[src/rtl/pulse_arbiter_if.sv]
// ----------------------------------------------------------------------------
// pulse_arbiter_if
// Event channel between pulse_arbiter and its downstream consumer.
//   out_valid : event offered (arbiter -> consumer)
//   out_id    : channel index of the offered event (arbiter -> consumer)
//   out_ready : consumer accepts the offered event (consumer -> arbiter)
// Modports: master = arbiter side, slave = consumer side.
// ----------------------------------------------------------------------------
interface pulse_arbiter_if #(
    parameter int IDW = 2
);
    logic           out_valid;
    logic [IDW-1:0] out_id;
    logic           out_ready;

    modport master (
        output out_valid,
        output out_id,
        input  out_ready
    );

    modport slave (
        input  out_valid,
        input  out_id,
        output out_ready
    );
endinterface

[src/rtl/pulse_arbiter.sv]
// ----------------------------------------------------------------------------
// pulse_arbiter
// Synchronises N asynchronous level inputs (2-FF), detects rising edges,
// latches them as pending requests and serialises them round-robin onto a
// single valid/ready event channel carrying the source channel id.
//
// Ports:
//   clk      in   system clock, rising edge
//   rst      in   synchronous reset, active-high
//   bi       in   N asynchronous level inputs
//   evt      if   event channel (master): out_valid, out_id, out_ready
//   pending  out  registered pending-request flags
//   busy     out  high while the FSM is in OFFER or GAP
//
// Optional feature (macro PULSE_ARBITER_OVERRUN_EN):
//   ovr_clr  in   clears all overrun flags (a new overrun in the same cycle wins)
//   overrun  out  sticky per-channel flag: edge arrived while already pending
// ----------------------------------------------------------------------------
module pulse_arbiter #(
    parameter int N   = 4,
    parameter int IDW = 2
) (
    input  logic           clk,
    input  logic           rst,
    input  logic [N-1:0]   bi,
    pulse_arbiter_if.master evt,
    output logic [N-1:0]   pending,
    output logic           busy
`ifdef PULSE_ARBITER_OVERRUN_EN
    ,
    input  logic           ovr_clr,
    output logic [N-1:0]   overrun
`endif
);

    typedef enum logic [1:0] {
        ST_IDLE,
        ST_OFFER,
        ST_GAP
    } state_t;

    state_t         r_state;
    state_t         w_state_next;

    logic [N-1:0]   r_sync1;
    logic [N-1:0]   r_sync2;
    logic [N-1:0]   r_prev;
    logic [N-1:0]   r_pending;
    logic [IDW-1:0] r_ptr;
    logic [IDW-1:0] r_out_id;
    logic           r_out_valid;

    logic [N-1:0]   w_edge;
    logic [N-1:0]   w_clr;
    logic           w_found;
    logic [IDW-1:0] w_sel_id;
    logic [IDW-1:0] w_ptr_next;
    logic [IDW-1:0] w_id_next;
    logic           w_valid_next;

    // ------------------------------------------------------------------
    // Front end: 2-FF synchroniser plus one history stage for edge detect
    // ------------------------------------------------------------------
    always_ff @(posedge clk) begin
        if (rst) begin
            r_sync1 <= '0;
            r_sync2 <= '0;
            r_prev  <= '0;
        end else begin
            r_sync1 <= bi;
            r_sync2 <= r_sync1;
            r_prev  <= r_sync2;
        end
    end

    assign w_edge = r_sync2 & ~r_prev;

    // Pending flags: a new edge overrides the clear from an acceptance in the
    // same cycle, so a fresh request is never lost to the handshake.
    always_ff @(posedge clk) begin
        if (rst) begin
            r_pending <= '0;
        end else begin
            r_pending <= (r_pending & ~w_clr) | w_edge;
        end
    end

    // ------------------------------------------------------------------
    // Round-robin pick: first pending bit scanning ptr, ptr+1, ... mod N
    // ------------------------------------------------------------------
    always_comb begin
        int idx;
        w_found  = 1'b0;
        w_sel_id = '0;
        idx      = 0;
        for (int k = 0; k < N; k++) begin
            idx = int'(r_ptr) + k;
            if (idx >= N) begin
                idx = idx - N;
            end
            if (!w_found && r_pending[idx]) begin
                w_found  = 1'b1;
                w_sel_id = IDW'(idx);
            end
        end
    end

    // ------------------------------------------------------------------
    // FSM: state register and registered channel outputs
    // ------------------------------------------------------------------
    always_ff @(posedge clk) begin
        if (rst) begin
            r_state     <= ST_IDLE;
            r_ptr       <= '0;
            r_out_id    <= '0;
            r_out_valid <= 1'b0;
        end else begin
            r_state     <= w_state_next;
            r_ptr       <= w_ptr_next;
            r_out_id    <= w_id_next;
            r_out_valid <= w_valid_next;
        end
    end

    always_comb begin
        w_state_next = r_state;
        w_ptr_next   = r_ptr;
        w_id_next    = r_out_id;
        w_valid_next = r_out_valid;
        w_clr        = '0;
        case (r_state)
            ST_IDLE: begin
                if (w_found) begin
                    w_id_next    = w_sel_id;
                    w_valid_next = 1'b1;
                    w_state_next = ST_OFFER;
                end
            end
            ST_OFFER: begin
                // Offer is held indefinitely until accepted; no re-arbitration.
                if (evt.out_ready) begin
                    w_clr[r_out_id] = 1'b1;
                    if (r_out_id == IDW'(N - 1)) begin
                        w_ptr_next = '0;
                    end else begin
                        w_ptr_next = r_out_id + 1'b1;
                    end
                    w_valid_next = 1'b0;
                    w_state_next = ST_GAP;
                end
            end
            ST_GAP: begin
                w_state_next = ST_IDLE;
            end
            default: begin
                w_valid_next = 1'b0;
                w_state_next = ST_IDLE;
            end
        endcase
    end

    assign evt.out_valid = r_out_valid;
    assign evt.out_id    = r_out_id;
    assign pending       = r_pending;
    assign busy          = (r_state != ST_IDLE);

`ifdef PULSE_ARBITER_OVERRUN_EN
    logic [N-1:0] r_overrun;

    // An edge merged into an already-pending, not-being-cleared request.
    always_ff @(posedge clk) begin
        if (rst) begin
            r_overrun <= '0;
        end else begin
            r_overrun <= (r_overrun & ~{N{ovr_clr}}) | (w_edge & r_pending & ~w_clr);
        end
    end

    assign overrun = r_overrun;
`endif

endmodule

[src/flat_wrapper.sv]
// flat-port wrapper written by rule: the top's interface ports become plain ports
module pulse_arbiter_flat 
#(
    parameter int N   = 4,
    parameter int IDW = 2
)
  (clk, rst, bi, pending, busy, evt_out_valid, evt_out_id, evt_out_ready);
  pulse_arbiter_if #(.IDW(IDW)) evt_i ();
  input  logic clk;
  input  logic rst;
  input  logic [N-1:0] bi;
  output logic [N-1:0] pending;
  output logic busy;
  output wire logic [$bits(evt_i.out_valid)-1:0] evt_out_valid;
  output wire logic [$bits(evt_i.out_id)-1:0] evt_out_id;
  input wire logic [$bits(evt_i.out_ready)-1:0] evt_out_ready;
  assign evt_out_valid = evt_i.out_valid;
  assign evt_out_id = evt_i.out_id;
  assign evt_i.out_ready = evt_out_ready;
  pulse_arbiter #(.N(N), .IDW(IDW)) u_core (.clk(clk), .rst(rst), .bi(bi), .evt(evt_i), .pending(pending), .busy(busy));
endmodule
[config.mk]
export PLATFORM = sky130hd
export DESIGN_NAME = pulse_arbiter_flat
export DESIGN_NICKNAME = d
export VERILOG_FILES = /design/src/rtl/pulse_arbiter_if.sv /design/src/rtl/pulse_arbiter.sv /design/src/flat_wrapper.sv
export SDC_FILE = /design/constraint.sdc
export NUM_CORES = 1
export LEC_CHECK = 0
export BUFFER_PORTS_ARGS = -buffer_cell sky130_fd_sc_hd__buf_2
export CORE_UTILIZATION = 40
export CTS_BUF_LIST = sky130_fd_sc_hd__clkbuf_8
export DETAILED_ROUTE_END_ITERATION = 10
export SYNTH_ARGS = -nofsm -noshare
export SYNTH_HDL_FRONTEND = slang
export SYNTH_SLANG_ARGS = --single-unit
[constraint.sdc]
create_clock -name clk -period 1.81 [get_ports clk]
set_clock_uncertainty 0.2 [all_clocks]
set_input_delay 0.362 -clock clk [delete_from_list [all_inputs] [get_ports clk]]
set_output_delay 0.362 -clock clk [all_outputs]
set_load 0.005 [all_outputs]
# Word level (Yosys, flattened, before mapping)
# Index checks and enable logic that the tools add are counted.
# word_totals
regBits,23
in_bits,7
output_inout_bits,8
elab_cells,85
# classes
addsub,8
magnitude_cmp,10
eq_ne,5
n_mux,35
bitwise_logic,6
reduce_logical,13
# ops
cell,n
$lt 32x4->1 const B,4
$mux 32,4
$ge 32x4->1 const B,3
$sub 32x4->32 const B,3
$mux 1,15
$mux 2,7
$and 4x4->4,2
$bmux 1 s2,4
$mux 4,2
$not 4->4,2
$add 2x2->3 const B,2
$reduce_and 2->1,3
$eq 2x2->1 const B,2
$logic_and 1x1->1,4
$or 4x4->4,1
$pmux 2 s2,1
$sub 2x3->4 const B,1
$add 2x1->3 const B,1
$ge 2x3->1 const B,1
$logic_not 1->1,3
$lt 2x3->1 const B,1
$pmux 1 s3,1
$reduce_and 3->1,1
$add 2x1->2 const B,1
8 further kinds,8

# Longest topological paths before layout
# Gate-level depths: netlist of the first run.
# depth
ltp_word,17
mapped_depth,5
depth_no_buf,5

# Worst setup path after synthesis of the first run
# OpenSTA, ideal clock, no wires.
# synth_path
path_kind,register to register
startpoint,register u_core.r_pending[1] (netlist: u_core.pending[1])
endpoint,register u_core.r_out_id[0] (netlist: u_core.evt.out_id[0])
setup_ns,0.101
arrival_ns,1.115
t_required_ns,1.509
path_slack_ns,0.394
path_stages_with_launch,5
n_path_buf,0
period_less_slack_ns,1.416
path_cell_list,dfxtp_1 > nor4_4 > nor2_2 > or3_1 > o41ai_1
# synth_between
elab_chain_len,14
elab_cells_between_ends,27
cone_classes,mux (20); reduce/logical (7)
# synth_rtl
item,line,text
from (decl),pulse_arbiter.sv:48,logic [N-1:0] r_pending;
from (signal assigned),pulse_arbiter.sv:84,r_pending <= (r_pending & ~w_clr) | w_edge;
$bmux 1 s2,pulse_arbiter.sv:101,if (!w_found && r_pending[idx]) begin
$mux 1 (not written as such) (2 in series),pulse_arbiter.sv:101,
$mux 1,pulse_arbiter.sv:101,
$logic_not 1->1,pulse_arbiter.sv:101,
$logic_and 1x1->1,pulse_arbiter.sv:101,
$mux 1,pulse_arbiter.sv:101,
$logic_not 1->1,pulse_arbiter.sv:101,
$logic_and 1x1->1,pulse_arbiter.sv:101,
$mux 1,pulse_arbiter.sv:101,
$logic_not 1->1,pulse_arbiter.sv:101,
$logic_and 1x1->1,pulse_arbiter.sv:101,
$mux 1,pulse_arbiter.sv:101,
$reduce_and 2->1 (no line),n/a,
to (signal assigned),pulse_arbiter.sv:120,r_out_id <= w_id_next;
to (decl),pulse_arbiter.sv:50,logic [IDW-1:0] r_out_id;
# Several ways; a longest one is shown, not always the timed one. The select of a mux whose other input is x is not followed.
# A chain may end at the register's enable or synchronous reset.

# Worst setup path after layout of the first run
# layout_path
startpoint,register u_core.r_state[0]
endpoint,output busy
# layout_between
elab_chain_len,1
# layout_rtl
item,line,text
from (decl),pulse_arbiter.sv:42,state_t r_state;
from (signal assigned),pulse_arbiter.sv:118,r_state <= w_state_next;
$reduce_bool 2->1,pulse_arbiter.sv:165,assign busy = (r_state != ST_IDLE);
to (decl),flat_wrapper.sv:13,output logic busy;
# No other way between the ends.

==> results of run 1 <==
-- placed cells by master (no fill, tap or decap) --
cell type | synthesis | final
nand3b_1 | 2 | 2
clkbuf_8 | 0 | 3
nand2b_1 | 2 | 2
o21ai_0 | 1 | 1
and3b_1 | 1 | 1
nor4b_1 | 1 | 1
a221oi_1 | 1 | 1
clkinv_2 | 0 | 1
o41ai_1 | 1 | 1
and4b_1 | 1 | 1
nand2_1 | 7 | 7
o211a_1 | 1 | 1
a2111oi_1 | 1 | 1
a21oi_1 | 8 | 8
mux2i_1 | 1 | 1
o22ai_1 | 1 | 1
nor2_2 | 1 | 1
nor2b_1 | 17 | 17
or3_1 | 1 | 1
buf_2 | 1 | 14
ha_1 | 4 | 4
or2_4 | 1 | 1
nor3_1 | 2 | 2
o221ai_1 | 1 | 1
nor2_1 | 8 | 8
dfxtp_1 | 23 | 23
a21boi_0 | 1 | 1
inv_1 | 5 | 5
nor4_4 | 1 | 1
-- worst max path at each step --
| stage | start | end | slack (ps) | depth (start not counted) |
|---|---|---|---|---|
| floorplan | u_core.pending[1]$_SDFF_PP0_ | u_core.evt.out_id[0]$_SDFFE_PP0P_ | 390 | 4 |
| global placement | u_core.pending[1]$_SDFF_PP0_ | u_core.evt.out_id[0]$_SDFFE_PP0P_ | 350 | 4 |
| detailed placement | u_core.pending[1]$_SDFF_PP0_ | u_core.evt.out_id[0]$_SDFFE_PP0P_ | 300 | 4 |
| CTS | u_core.r_state[0]$_SDFFE_PP0P_ | busy | 220 | 2 |
| global route | u_core.r_state[0]$_SDFFE_PP0P_ | busy | 180 | 2 |
| finish | u_core.r_state[0]$_SDFFE_PP0P_ | busy | 230 | 2 |
-- through the flow --
step / area, sq um / std cells / setup WS, ps / hold WS, ps
after floorplan: 927 / 97 / 394 / 214
after global placement: 1020 / 136 / 352 / 221
after detailed placement: 1020 / 136 / 303 / 224
after CTS: 1070 / 140 / 221 / 99.0
after global routing: 1070 / 140 / 185 / 118
final: 1070 / 140 / 229 / 104
-- layer usage --
layer	part of all wire, %	vias up	track usage [%]
met3	4.5	6	3.03
met2	43	19	20.7
li1	-	356	-
met1	50	307	18.0
met4	2.9	0	11.4
met5	0	-	0
-- logic make-up after synthesis --
logic type / after synthesis
buffers and inverters: 8
and+or+nand+nor: 45
adders and majority gates: 4
muxes: 1
AOI/OAI and AO/OA: 16
DFF: 23
-- cell type report --
class	count	area, sq um	area share, %
sequential	23	460	43.2
multi-input combinational	66	435	40.8
clock buffer	3	41.3	3.87
timing repair buffer	14	70.1	6.57
tap	28	35.0	3.29
clock inverter	1	5.00	0.469
inverter	5	18.8	1.76
-- sequential cells by signal (all words and copies together), names as in the netlist --
signal                cells
u_core.r_sync2            4
u_core.r_sync1            4
u_core.r_state            2
u_core.r_ptr              2
u_core.r_prev             4
u_core.evt.out_valid      1
u_core.pending            4
u_core.evt.out_id         2
-- critical path, delay by kind of cell, from the launching register on --
family	cells	cell delay (ps)
flip-flops	1	370
AND/OR/NAND/NOR	1	260
buffers and inverters	1	130
-- power by group through the flow --
stage          Combinational, mW  Sequential [mW]  Clock (mW)
2_1_floorplan             0.0908            0.574           0
3_3_place_gp               0.126            0.580           0
3_5_place_dp               0.126            0.581           0
4_1_cts                    0.127            0.569       0.327
5_1_grt                    0.146            0.575       0.341
6_report                   0.126            0.569       0.312
==> out/results.ini, run 1 <==
[cts]
htree_levels=1
post_cts_buffers=0
cts_tree=built
cts_resized=0
clk_pin_slew_ps=80
cts_sinks=23
clkLatencyLatePin_ps=260
cts_root_buffer=clkbuf_8
clockBufferDepth=2
hold_buffers=0
cts_buffers=3

[power_and_ir_drop]
power.density_mw_per_mm2=944
switching_share_pct=24.9
p_int_mw=0.756
cellLeakagePower_nw=0.444
clkPwrFrac_pct=31.0
seqPwrFrac_pct=56.5
ir_worst_vdd_uv=571
p_switching_mw=0.251
p_total_mw=1.01
pwr-share-comb_pct=12.5

[min_path]
hold_class=in2reg
min_to=u_core.r_sync1[1]$_SDFF_PP0_
hold_start=bi[1]
hold_depth=2

[sta]
slew_headroom_pct=72.2
max_freq_ghz=0.633
rsz0062_at_grt=false
finalMaxSlewViolations=0
fin_setup_tns_ps=0
period_share_pct=87.3
fin_crit_ps=1580
tightest_slew_ps=416
hold_viol_final=0
setup_viol=0

[synthesis]
synthesis.area_sq_um=927
yosys_warnings=0
synth_top_family_by_area=simple AND/OR/NAND/NOR gates
synth_most_common_cell=dfxtp_1
ys_types=28
synthFlopType=dfxtp_1
yosys.area_share.simple_pct=29.1
synth_compound_area_share_pct=11.3
synthXorXnorAreaFrac_pct=0
synth_area_leaders=dfxtp_1 (50%), nor2b_1 (11%), ha_1 (5.4%)
synthMuxAreaShare_pct=1.08
synth_nets=108
synthCells=97
synthTopCellsByCount=dfxtp_1 (23), nor2b_1 (17), a21oi_1 (8), nor2_1 (8), nand2_1 (7)
ys_seq_elements=23
async_reset_ff_share_pct=0
synth_fa_ha_area_share_pct=5.40
synth_top_cell_area_share_pct=49.7
synth_largest_area_cell=dfxtp_1
synth_edf_count=0
avgSynthCellArea_sq_um=9.56
yosysSeqAreaShare_pct=49.7

[floorplan]
start_util_pct=42.3
dieHeight_microns=50.1
rows=17
core_sq_mm=0.00219
pin_count=15
dieArea_sq_mm=0.00251
die_x_microns=50.1

[worst_setup_path]
r2r_setup_slack_ps=280
r2r_end=u_core.evt.out_id[0]$_SDFFE_PP0P_
end_kind=primary output
r2r-start=u_core.pending[1]$_SDFF_PP0_
cp_cell_sequence=or2_4, buf_2
required_ps=1250
cp-start-kind=flip-flop
worstPathMaxFanout=7
max_stage_delay_ps=370
critPathArrivalTime_ps=1020
cp_slowest_cell=dfxtp_1
reg2reg_depth=4
crit_type=reg2out

[drt]
avgRoutedWirePerCell_microns=10.7
drc=0
ant_nets=0
drt-pass1-iter-count=6
drt_iter0_drc=14
viasPerCell=4.91
via_count=688
wirelength_mm=1.50

[grt]
grt_start_max_net_pins=25
antenna_found_initial=0
overflow=0
grt_pass1_wl_mm=2.61
grt_pass1_vias=593
grt_usage_pct=14.2

[layout]
fill_cells=206
finalNetCount=124
diodes=0
syn_to_final_growth_pct=15.0
drive_above_1_share_pct=18.8
final_core_util_pct=48.7

[placed_design]
dp_hpwl_mm=1.06
gp_congestion=0.743
io_buffer_count=14

[status]
outcome=complete, no violations

[flow_run]
drv_cap=0

Power figures use the tool's default switching activity.
==> run 2: changes to the inputs <==
CELL_PAD_IN_SITES_DETAIL_PLACEMENT = 0   (was unset)
CELL_PAD_IN_SITES_GLOBAL_PLACEMENT = 1   (was unset)
CORE_UTILIZATION = 43   (was 40)
CTS_CLUSTER_DIAMETER = 120   (was unset)
PLACE_DENSITY_LB_ADDON = 0.1   (was unset)
==> run 2 against run 1 <==
Combinational power hardly changed; sequential power hardly changed; critical endpoint unchanged; register-to-register slack is essentially flat; critical path depth unchanged; sequential share of layout area shrank 0.051 points; via count shrank 1.2%; power rose by 0.83%; largest power group unchanged; flip-flop and latch count is the same; final cell count decreased by 0.71%; maximum frequency rose by 0.60%; core utilization increased by 4.7 points; clock-buffer cell count did not move.
==> out/results.ini, run 2 (synthesis gave the netlist of run 1 again) <==
[drt]
via_count=680  ; was 688
drt_iter0_drc=11  ; was 14
drc=0  ; unchanged
viasPerCell=4.89  ; was 4.91
drt-pass1-iter-count=4  ; was 6
wirelength_mm=1.56  ; was 1.50 mm
avgRoutedWirePerCell_microns=11.2  ; was 10.7 microns
ant_nets=0  ; unchanged

[layout]
fill_cells=198  ; was 206
drive_above_1_share_pct=18.8  ; unchanged
final_cell_mix=dfxtp_1 (23), nor2b_1 (17), buf_2 (14)  ; unchanged
multi_input_area_sq_um=435  ; unchanged
seqCellArea_sq_um=460  ; unchanged
layout_commonest_cell=dfxtp_1  ; unchanged
syn_to_final_growth_pct=15.1  ; was 15.0%
finalNetCount=124  ; unchanged
diodes=0  ; unchanged
instances_no_fill=139  ; was 140

[cts]
clkLatencyLatePin_ps=260  ; about the same
cts_tree=built  ; unchanged
cts_sinks=23  ; unchanged
clockBufferDepth=2  ; unchanged
cts_root_buffer=clkbuf_8  ; unchanged
cts_resized=0  ; unchanged
hold_buffers=0  ; unchanged
cts_buffers=3  ; unchanged
htree_levels=1  ; unchanged
post_cts_buffers=0  ; unchanged
clk_pin_slew_ps=80  ; about the same

[grt]
grtUsageMet2_pct=25.8  ; was 20.7%
grtUsageMet1_pct=16.3  ; was 18.0%
top_usage_layer=met2  ; unchanged
antenna_found_initial=0  ; unchanged
use_met3_pct=5.66  ; was 3.03%
grt_pass1_vias=627  ; was 593
overflow=0  ; unchanged
grt_usage_pct=14.7  ; was 14.2%
grt_pass1_wl_mm=2.64  ; was 2.61 mm
grt_start_max_net_pins=25  ; unchanged

[worst_setup_path]
max_stage_delay_ps=360  ; was 370 ps
r2r_end=u_core.evt.out_id[0]$_SDFFE_PP0P_  ; unchanged
crit_type=reg2out  ; unchanged
end_kind=primary output  ; unchanged
r2r-start=u_core.pending[1]$_SDFF_PP0_  ; unchanged
reg2reg_depth=4  ; unchanged
r2r_setup_slack_ps=280  ; about the same
required_ps=1250  ; about the same
worstPathMaxFanout=7  ; unchanged
path_delay_family=flip-flops  ; unchanged
crit_start=u_core.r_state[0]$_SDFFE_PP0P_  ; unchanged
cp_cell_sequence=or2_4, buf_2  ; unchanged
cp-start-kind=flip-flop  ; unchanged
critPathArrivalTime_ps=1010  ; was 1020 ps
path_buf_inv=1  ; unchanged
cp_slowest_cell=dfxtp_1  ; unchanged

[power_and_ir_drop]
power.density_mw_per_mm2=951  ; was 944 mW/mm^2
ir_worst_vdd_uv=615  ; was 571 uV
cellLeakagePower_nw=0.441  ; was 0.444 nW

[floorplan]
core_sq_mm=0.00200  ; was 0.00219 sq mm
dieArea_sq_mm=0.00235  ; was 0.00251 sq mm
rows=16  ; was 17
pin_count=15  ; unchanged
dieHeight_microns=48.4  ; was 50.1 microns
die_x_microns=48.4  ; was 50.1 microns
start_util_pct=46.3  ; was 42.3%

[flow_run]
drv_cap=0  ; unchanged

[sta]
tightest_slew_ps=422  ; was 416 ps
rsz0062_at_grt=false  ; unchanged
finalMaxSlewViolations=0  ; unchanged
slew_headroom_pct=71.9  ; was 72.2%
fin_crit_ps=1570  ; was 1580 ps
period_share_pct=86.8  ; was 87.3%
setup_viol=0  ; unchanged
hold_viol_final=0  ; unchanged
fin_setup_tns_ps=0  ; unchanged
max_freq_ghz=0.636  ; was 0.633 GHz

[status]
outcome=complete, no violations  ; unchanged

[min_path]
hold_start=bi[2]  ; was bi[1]
hold_depth=2  ; unchanged
min_to=u_core.r_sync1[2]$_SDFF_PP0_  ; was u_core.r_sync1[1]$_SDFF_PP0_
hold_class=in2reg  ; unchanged

[placed_design]
gp_congestion=0.778  ; was 0.743
dp_cells=135  ; was 136
dp_hpwl_mm=1.10  ; was 1.06 mm
io_buffer_count=14  ; unchanged

==> run 2: cell types whose count changed in the layout (fill, tap and decap cells not counted) <==
cell / previous run / this run
clkinv_2: 1 / 0
clkinvlp_4: 0 / 1
==> run 2: routing by layer <==
layer	up-vias	wire (microns)
li1	355	-
met1	307	774
met2	14	704
met3	4	63
met4	0	17
met5	-	0
==> run 2: cell type report <==
| type | count | share of cell area [%] |
|---|---|---|
| Clock inverter | 1 | 0.703 |
| Inverter | 5 | 1.76 |
| Timing Repair Buffer | 14 | 6.57 |
| Tap cell | 27 | 3.17 |
| Multi-Input combinational cell | 66 | 40.8 |
| Clock buffer | 3 | 3.87 |
| Sequential cell | 23 | 43.1 |
==> run 2: per-stage QoR <==
step	power [mW]	area (sq um)	utilization (%)	setup slack (ps)	hold WS [ps]
after global placement	0.706	1020	50.9	356	218
after detailed placement	0.708	1020	50.9	291	225
after global routing	1.08	1070	53.3	197	93.7
after CTS	1.04	1070	53.3	226	93.6
after floorplan	0.665	927	-	394	214
final	1.01	1070	53.3	239	100
==> run 2: worst max path at each step <==
stage / to / depth (start not counted)
4_1_cts: busy / 2
3_5_place_dp: u_core.evt.out_id[0]$_SDFFE_PP0P_ / 4
3_3_place_gp: u_core.evt.out_id[1]$_SDFFE_PP0P_ / 4
2_1_floorplan: u_core.evt.out_id[0]$_SDFFE_PP0P_ / 4
6_report: busy / 2
5_1_grt: busy / 2
==> run 2: worst reg2reg max path, delay by kind of cell (launching register included) <==
family	cells	cell delay [ps]
AOI/OAI and AO/OA	1	60
DFF	1	390
and+or+nand+nor	3	780
==> run 2: report_power, final <==
group | total (mW) | internal (mW) | switching [mW]
logic | 0.127 | 0.0662 | 0.0608
registers | 0.568 | 0.536 | 0.0317
clock network | 0.320 | 0.156 | 0.164
total | 1.01 | 0.758 | 0.257
